$ cat config.mk
export PLATFORM = sky130hd
export DESIGN_NAME = grid_move_gen
export DESIGN_NICKNAME = d
export VERILOG_FILES = /design/src/rtl/grid_move_gen.sv
export SDC_FILE = /design/constraint.sdc
export NUM_CORES = 1
export LEC_CHECK = 0
export ABC_AREA = 1
export CORE_MARGIN = 10
export CORE_UTILIZATION = 59
export CTS_BUF_LIST = sky130_fd_sc_hd__clkbuf_8
export DETAILED_ROUTE_END_ITERATION = 12
export PLACE_DENSITY = 0.87
export SYNTH_ARGS = -nofsm -noshare
export SYNTH_HDL_FRONTEND = slang
export SYNTH_SLANG_ARGS = --single-unit
$ cat constraint.sdc
create_clock -name clk -period 6.55 [get_ports clk]
set_input_delay 1.31 -clock clk [delete_from_list [all_inputs] [get_ports clk]]
set_output_delay 1.31 -clock clk [all_outputs]
set_load 0.02 [all_outputs]
$ cat src/rtl/grid_move_gen.sv
// grid_move_gen: steps a tracked (a,b) grid position toward a latched target,
// issuing one strobed move command (axis/direction + step size) per move.
// Axis a is always settled before axis b. Step size is at most 3 per command.
module grid_move_gen #(
  parameter int PULSE_LEN = 4,
  parameter int GAP_LEN   = 4
) (
  input  logic       clk,
  input  logic       rst,
  input  logic       start,
  input  logic [3:0] target_a,
  input  logic [3:0] target_b,
  output logic [3:0] y,
  output logic       rot_event,
  output logic       busy,
  output logic       done,
  output logic [3:0] cur_a,
  output logic [3:0] cur_b
);

  typedef enum logic [2:0] {IDLE, CALC, SETUP, PULSE, GAP, DONE} state_t;

  localparam logic [3:0] PulseLast = 4'(PULSE_LEN - 1);
  localparam logic [3:0] GapLast   = 4'(GAP_LEN - 1);

  state_t     state_q, state_d;
  logic [3:0] y_q, y_d;
  logic [3:0] cur_a_q, cur_a_d, cur_b_q, cur_b_d;
  logic [3:0] tgt_a_q, tgt_a_d, tgt_b_q, tgt_b_d;
  logic [3:0] pulse_cnt_q, pulse_cnt_d, gap_cnt_q, gap_cnt_d;

  // Move-command selection, evaluated from the current position in CALC
  logic       a_sel, b_sel, up;
  logic [3:0] sel_cur, sel_tgt, diff;
  logic [1:0] step;

  // Apply a signed step, clamped to the receiver's 0..15 range
  function automatic logic [3:0] sat_step(input logic [3:0] cur,
                                          input logic [1:0] stp,
                                          input logic       neg);
    logic [4:0] sum;
    if (neg) begin
      sat_step = (cur < {2'b00, stp}) ? 4'd0 : cur - {2'b00, stp};
    end else begin
      sum      = {1'b0, cur} + {3'b000, stp};
      sat_step = sum[4] ? 4'd15 : sum[3:0];
    end
  endfunction

  // State and datapath registers
  always_ff @(posedge clk or posedge rst) begin
    if (rst) begin
      state_q     <= IDLE;
      y_q         <= 4'd0;
      cur_a_q     <= 4'd0;
      cur_b_q     <= 4'd0;
      tgt_a_q     <= 4'd0;
      tgt_b_q     <= 4'd0;
      pulse_cnt_q <= 4'd0;
      gap_cnt_q   <= 4'd0;
    end else begin
      state_q     <= state_d;
      y_q         <= y_d;
      cur_a_q     <= cur_a_d;
      cur_b_q     <= cur_b_d;
      tgt_a_q     <= tgt_a_d;
      tgt_b_q     <= tgt_b_d;
      pulse_cnt_q <= pulse_cnt_d;
      gap_cnt_q   <= gap_cnt_d;
    end
  end

  // Next command: a axis first, step = min(3, distance), sign toward target
  always_comb begin
    a_sel   = (cur_a_q != tgt_a_q);
    b_sel   = (cur_b_q != tgt_b_q);
    sel_cur = a_sel ? cur_a_q : cur_b_q;
    sel_tgt = a_sel ? tgt_a_q : tgt_b_q;
    up      = (sel_tgt > sel_cur);
    diff    = up ? (sel_tgt - sel_cur) : (sel_cur - sel_tgt);
    step    = (diff > 4'd3) ? 2'd3 : diff[1:0];
  end

  // Next-state logic
  always_comb begin
    state_d = state_q;
    case (state_q)
      IDLE:    if (start) state_d = CALC;
      CALC:    state_d = (a_sel || b_sel) ? SETUP : DONE;
      SETUP:   state_d = PULSE;
      PULSE:   if (pulse_cnt_q == PulseLast) state_d = GAP;
      GAP:     if (gap_cnt_q == GapLast) state_d = CALC;
      DONE:    state_d = IDLE;
      default: state_d = IDLE;
    endcase
  end

  // Datapath updates: target latch, command build, position tracking, counters
  always_comb begin
    y_d         = y_q;
    cur_a_d     = cur_a_q;
    cur_b_d     = cur_b_q;
    tgt_a_d     = tgt_a_q;
    tgt_b_d     = tgt_b_q;
    pulse_cnt_d = pulse_cnt_q;
    gap_cnt_d   = gap_cnt_q;
    case (state_q)
      IDLE: if (start) begin
        tgt_a_d = target_a;
        tgt_b_d = target_b;
      end
      CALC: if (a_sel || b_sel) y_d = {step, a_sel, ~up};
      SETUP: begin
        // The edge leaving SETUP raises rot_event; the tracked position moves with it
        pulse_cnt_d = 4'd0;
        if (y_q[1]) cur_a_d = sat_step(cur_a_q, y_q[3:2], y_q[0]);
        else        cur_b_d = sat_step(cur_b_q, y_q[3:2], y_q[0]);
      end
      PULSE: begin
        pulse_cnt_d = pulse_cnt_q + 4'd1;
        if (pulse_cnt_q == PulseLast) gap_cnt_d = 4'd0;
      end
      GAP:     gap_cnt_d = gap_cnt_q + 4'd1;
      default: ;
    endcase
  end

  // Outputs decoded from state; busy also covers the accepting IDLE cycle
  always_comb begin
    rot_event = (state_q == PULSE);
    done      = (state_q == DONE);
    busy      = (state_q == CALC) || (state_q == SETUP) || (state_q == PULSE) ||
                (state_q == GAP)  || ((state_q == IDLE) && start);
  end

  assign y     = y_q;
  assign cur_a = cur_a_q;
  assign cur_b = cur_b_q;

endmodule
==> results.cfg, run 1 <==
[timing]
hold_viol = 0
max_freq_mhz = 236.6
worstMarginPinSlew_ns = 0.4762
setup_viol = 0
skew_ns = 0.002860
rsz0062_at_grt = no
relSlewSlack = 0.6817
setup-tns-final_ns = 0
final_max_slew_viol_count = 0
fin_crit_sh = 0.6453
period_needed_ns = 4.227

[synth]
yosys.area_share.simple = 0.2597
synth_area_leaders = dfrtp_1, nand2_1, ha_1, inv_1, nand3_1
synth_cells = 325
synth_area_mm2 = 0.002409
synth_cell_types = 30
yosysWarnings = 0
syn_area_per_cell_um2 = 7.411
synth_nets = 359
yosysSeqAreaShare = 0.3221
synth-compound-area-share = 0.1408
synth_top_area_cell = dfrtp_1
synthAdderAreaFrac = 0.1382
ys_ff_latch = 31
synth.top_cell.area_share = 0.3221
synthMuxAreaShare = 0.009351
synth-xor-area-share = 0.03221
synth_top_family_by_area = simple AND/OR/NAND/NOR gates

[clocking]
cts_buffers = 5
postCtsHoldBufs = 0
cts_buffer_depth = 2
htreeDepth = 2
cts.sinks = 31
cts.clk_slew.worst_paths_ns = 0.06
cts_tree = yes
cts_resized = 0
cts_setup_buffers = 0
clockRootBuffer = clkbuf_8
insertion_delay_ns = 0.28

[grt]
antenna_found_initial = 0
grt_use_total = 0.1621
grt_max_degree = 32
grt_pass1_vias = 2165
grt_pass1_wl_um = 9798
grt.overflow.total = 0

[setup_path]
worst_ep_arrival_time_ns = 2.92
start_kind = primary input
cp_max_fo = 15
crit_required_ns = 5.24
ff2ff_path_depth = 19
r2r_setup_slack_ns = 3.60
critPathCaptureType = primary output
crit_type = primary input to primary output

[floorplan]
die-area_mm2 = 0.007038
fp.dieW_um = 83.89
initial_utilization = 0.6065
die_y_um = 83.89
io_pins = 26
core_mm2 = 0.003971
rows = 23

[min_path]
min_path_type = flop to flop
holdPathStages = 1

[route]
wl_per_cell_um = 13.54
finalWirelength_um = 5471
route.detailed.drc = 0
drt_pass1_iterations = 4
avgViaCountPerCell = 5.426
ant_nets = 0
num_vias = 2192
drtIter0Drc = 141

[pwr]
ir_drop_uv = 338.1
power_mw = 1.667
leakagePower_nw = 1.393
power.density_mw_per_mm2 = 598.8

[place]
dpl.hpwl_um = 4236
port_buffers = 25
gp_congestion = 0.8574

[finish]
layout-drive-gt1-share = 0.09605
multi_input_area_mm2 = 0.001398
regArea_um2 = 775.7
n_fill_cell = 339
layout.nets = 388
diodes = 0
area_growth_pct = 15.58

[run_status]
outcome = completed

[run]
maxCapViolCount = 0
-- logic make-up (layout without fill, tap and decap cells) --
group / after synthesis / count (layout)
AND/OR/NAND/NOR: 145 / 145
AO/OA/AOI/OAI: 58 / 58
buffers and inverters: 58 / 87
flip-flops: 31 / 31
adder cells (fa/ha/maj): 23 / 23
XOR/XNOR: 8 / 8
multiplexers: 2 / 2
-- where the power goes --
part | switching, mW | internal [mW]
Clock | 0.0713 | 0.0824
Combinational | 0.681 | 0.451
Sequential | 0.106 | 0.275
Total | 0.858 | 0.809
-- worst paths after layout --
kind	from	to
worst max-delay path	start	busy
worst min-delay path	gap_cnt_q[0]$_DFFE_PP0P_	gap_cnt_q[0]$_DFFE_PP0P_
worst max register to register	cur_a[1]$_DFFE_PP0P_	y[2]$_DFFE_PP0P_
worst min register to register	gap_cnt_q[0]$_DFFE_PP0P_	gap_cnt_q[0]$_DFFE_PP0P_
max in group asynchronous	rst	tgt_b_q[0]$_DFFE_PP0P_
min in group asynchronous	rst	pulse_cnt_q[2]$_DFFE_PP0P_
-- synth_stat cells --
library cell	instances
dfrtp_1	31
ha_1	17
xor2_1	3
nor3_2	1
nor2_2	2
buf_2	2
fa_1	6
o211a_1	1
a21oi_1	16
or2_2	2
o21ai_0	23
buf_6	2
xnor2_1	4
o211ai_1	2
nor2_1	31
mux2_2	2
nand3_1	28
o31ai_1	2
nor2_4	3
o22ai_1	2
nand2_2	1
o21ai_2	6
nor3_1	4
inv_2	8
nand2_1	73
inv_1	46
a31oi_1	4
o21ai_1	1
xnor2_2	1
a22o_1	1
-- through the flow --
stage	hold WS (ns)	cells	setup slack (ns)	utilization	instance area [um^2]
2_1_floorplan	0.4583	325	3.344	-	2409
3_3_place_gp	0.4752	397	2.358	0.6790	2696
3_5_place_dp	0.5022	397	2.329	0.6790	2696
4_1_cts	0.5085	404	2.315	0.7010	2784
5_1_grt	0.5429	404	2.175	0.7010	2784
6_report	0.5100	404	2.323	0.7010	2784
-- routing by layer --
metal / track usage / routed length (um) / share of wire
met5: 0 / 0 / 0
met4: 0.05023 / 99 / 0.018
met3: 0.05078 / 385 / 0.070
met2: 0.2725 / 2592 / 0.47
met1: 0.1908 / 2393 / 0.44
-- layout make-up --
type                            instances  area share
Clock buffer                            6     0.02966
Sequential cell                        31      0.2787
Tap cell                               50     0.02247
Multi-Input combinational cell        236      0.5020
Inverter                               54     0.07281
Clock inverter                          1    0.001798
Timing Repair Buffer                   26     0.09258
-- layout by cell type, fill, tap and decap left out --
cell,Yosys,layout
clkbuf_8,0,6
or2_2,2,2
nor3_1,4,4
fa_1,6,6
nand3_1,28,28
a21oi_1,16,16
xnor2_1,4,4
o21ai_1,1,1
clkdlybuf4s50_1,0,25
nor2_1,31,31
mux2_2,2,2
nand2_2,1,1
nand2_1,73,73
buf_4,0,1
dfrtp_1,31,31
xor2_1,3,3
nor2_2,2,2
inv_1,46,46
o21ai_2,6,6
a31oi_1,4,4
xnor2_2,1,1
a22o_1,1,1
o211ai_1,2,2
nor2_4,3,3
ha_1,17,17
o21ai_0,23,23
clkinv_2,0,1
o22ai_1,2,2
o31ai_1,2,2
o211a_1,1,1
nor3_2,1,1
inv_2,8,8
-- worst max-delay path, cell delays in order --
cell	delay, ns
clkdlybuf4s50_1	0.48
nand2_1	0.29
o21ai_0	0.19
clkdlybuf4s50_1	0.64
-- flip-flops by register name (all words and copies together) (netlist names) --
signal and cells:
cur_a 4, cur_b 4, gap_cnt_q 4, pulse_cnt_q 4, tgt_a_q 4, tgt_b_q 4
y 4, state_q 3
(Power assumes the default switching activity.)
==> run 2: changes to the inputs <==
==> constraint.sdc (replaced) <==
create_clock -name clk -period 4 [get_ports clk]
set_input_delay 0.8 -clock clk [delete_from_list [all_inputs] [get_ports clk]]
set_output_delay 0.8 -clock clk [all_outputs]
set_load 0.02 [all_outputs]
==> run 2 against run 1 <==
Compared with the run above: first-iteration DRC count decreased by 23%; non-clock buffer count unchanged; via count about the same; clock power increased by 78%; die area unchanged; power increased by 65%; flip-flop and latch count unchanged; setup slack got worse by 1.6 ns; combinational power increased by 64%; register-to-register slack got worse by 2.4 ns; critical path type unchanged; largest power group unchanged; sequential power increased by 65%; clock skew increased by 0.0080 ns.
==> results.cfg, run 2 (same netlist as run 1, synthesis figures left out) <==
[run_status]
outcome = completed

[clocking]
cts_tree = yes
postCtsHoldBufs = 0
htreeDepth = 2
cts.clk_slew.worst_paths_ns = 0.06
insertion_delay_ns = 0.29
cts_buffer_depth = 2
cts.sinks = 31
clockRootBuffer = clkbuf_8
cts_buffers = 5
cts_resized = 0
cts_setup_buffers = 0

[route]
route.detailed.drc = 0
wl_per_cell_um = 13.72
drt_pass1_iterations = 4
num_vias = 2191
avgViaCountPerCell = 5.410
ant_nets = 0
drtIter0Drc = 109
finalWirelength_um = 5558

[pwr]
power.density_mw_per_mm2 = 984.3
leakagePower_nw = 1.401
ir_drop_uv = 476.9
power_mw = 2.753

[place]
dpl.hpwl_um = 4310
dpl.cell_count = 397
gp_congestion = 0.8661
place_area_mm2 = 0.002696
port_buffers = 25

[grt]
antenna_found_initial = 0
grt_pass1_vias = 2165
grt_use_total = 0.1611
grt.overflow.total = 0
grt_pass1_wl_um = 9625
grt_max_degree = 32

[setup_path]
worst_ep_arrival_time_ns = 2.43
cp_max_fo = 15
crit_required_ns = 3.20
critPathCaptureType = primary output
crit_type = primary input to primary output
start_kind = primary input

[timing]
max_freq_mhz = 309.2
hold_viol = 0
rsz0062_at_grt = no
setup_viol = 0
fin_crit_sh = 0.8086
worstMarginPinSlew_ns = 0.5277
setup-tns-final_ns = 0
period_needed_ns = 3.234
final_max_slew_viol_count = 0
relSlewSlack = 0.6474
skew_ns = 0.01083

[finish]
layout.nets = 388
fin_area_mm2 = 0.002796
layout-drive-gt1-share = 0.09577
diodes = 0
area_growth_pct = 16.10
final_common_cell = nand2_1
n_fill_cell = 326
fin_cells = 405
layout_common_cells = nand2_1, inv_1, nor2_1, dfrtp_1, nand3_1

[floorplan]
die-area_mm2 = 0.007038
initial_utilization = 0.6065
die_y_um = 83.89
io_pins = 26
rows = 23
core_mm2 = 0.003971
fp.dieW_um = 83.89

[run]
maxCapViolCount = 0

[min_path]
min_path_type = flop to flop
==> run 2: worst paths after layout <==
| check | cells past startpoint | end | startpoint | slack, ns |
|---|---|---|---|---|
| worst max-delay path | 4 | busy | start | 0.77 |
| worst min-delay path | 1 | gap_cnt_q[2]$_DFFE_PP0P_ | gap_cnt_q[2]$_DFFE_PP0P_ | 0.49 |
| worst max register to register | 19 | y[3]$_DFFE_PP0P_ | cur_a[1]$_DFFE_PP0P_ | 1.17 |
| worst min register to register | 1 | gap_cnt_q[2]$_DFFE_PP0P_ | gap_cnt_q[2]$_DFFE_PP0P_ | 0.49 |
| max in group asynchronous | 3 | cur_a[2]$_DFFE_PP0P_ | rst | 2.81 |
| min in group asynchronous | 3 | y[0]$_DFFE_PP0P_ | rst | 0.89 |
==> run 2: layer usage <==
layer / GRT usage / up-vias / share of wire
li1: - / 1098 / -
met1: 0.1886 / 1015 / 0.43
met2: 0.2655 / 69 / 0.47
met3: 0.05371 / 9 / 0.074
met4: 0.05936 / 0 / 0.021
met5: 0 / - / 0
==> run 2: where the power goes <==
part           switching, mW  internal [mW]  total [mW]
logic                   1.11          0.741        1.85
clock network          0.120          0.154       0.274
registers              0.176          0.451       0.627
total                   1.41           1.35        2.75
==> run 2: layout make-up <==
| type | instances | area, um^2 | share of cell area |
|---|---|---|---|
| multi-input cells | 236 | 1398 | 0.4998 |
| clock buffers | 7 | 96.34 | 0.03445 |
| clock inverters | 1 | 3.754 | 0.001342 |
| repair buffers | 26 | 257.7 | 0.09217 |
| inverters | 54 | 202.7 | 0.07248 |
| flip-flops and latches | 31 | 775.7 | 0.2774 |
| well taps | 50 | 62.56 | 0.02237 |
==> run 2: metrics by stage <==
step                        util  hold slack [ns]  setup WS, ns
after floorplan                -           0.4583         1.358
after global placement    0.6790           0.4752        0.8102
after detailed placement  0.6790           0.4794        0.7936
after CTS                 0.7042           0.4882        0.7803
after global routing      0.7042           0.5053        0.6552
final                     0.7042           0.4889        0.7658
==> run 2: critical path: stages <==
cell and delay [ns]:
clkdlybuf4s50_1 0.49, nand2_1 0.32, o21ai_0 0.19, clkdlybuf4s50_1 0.63
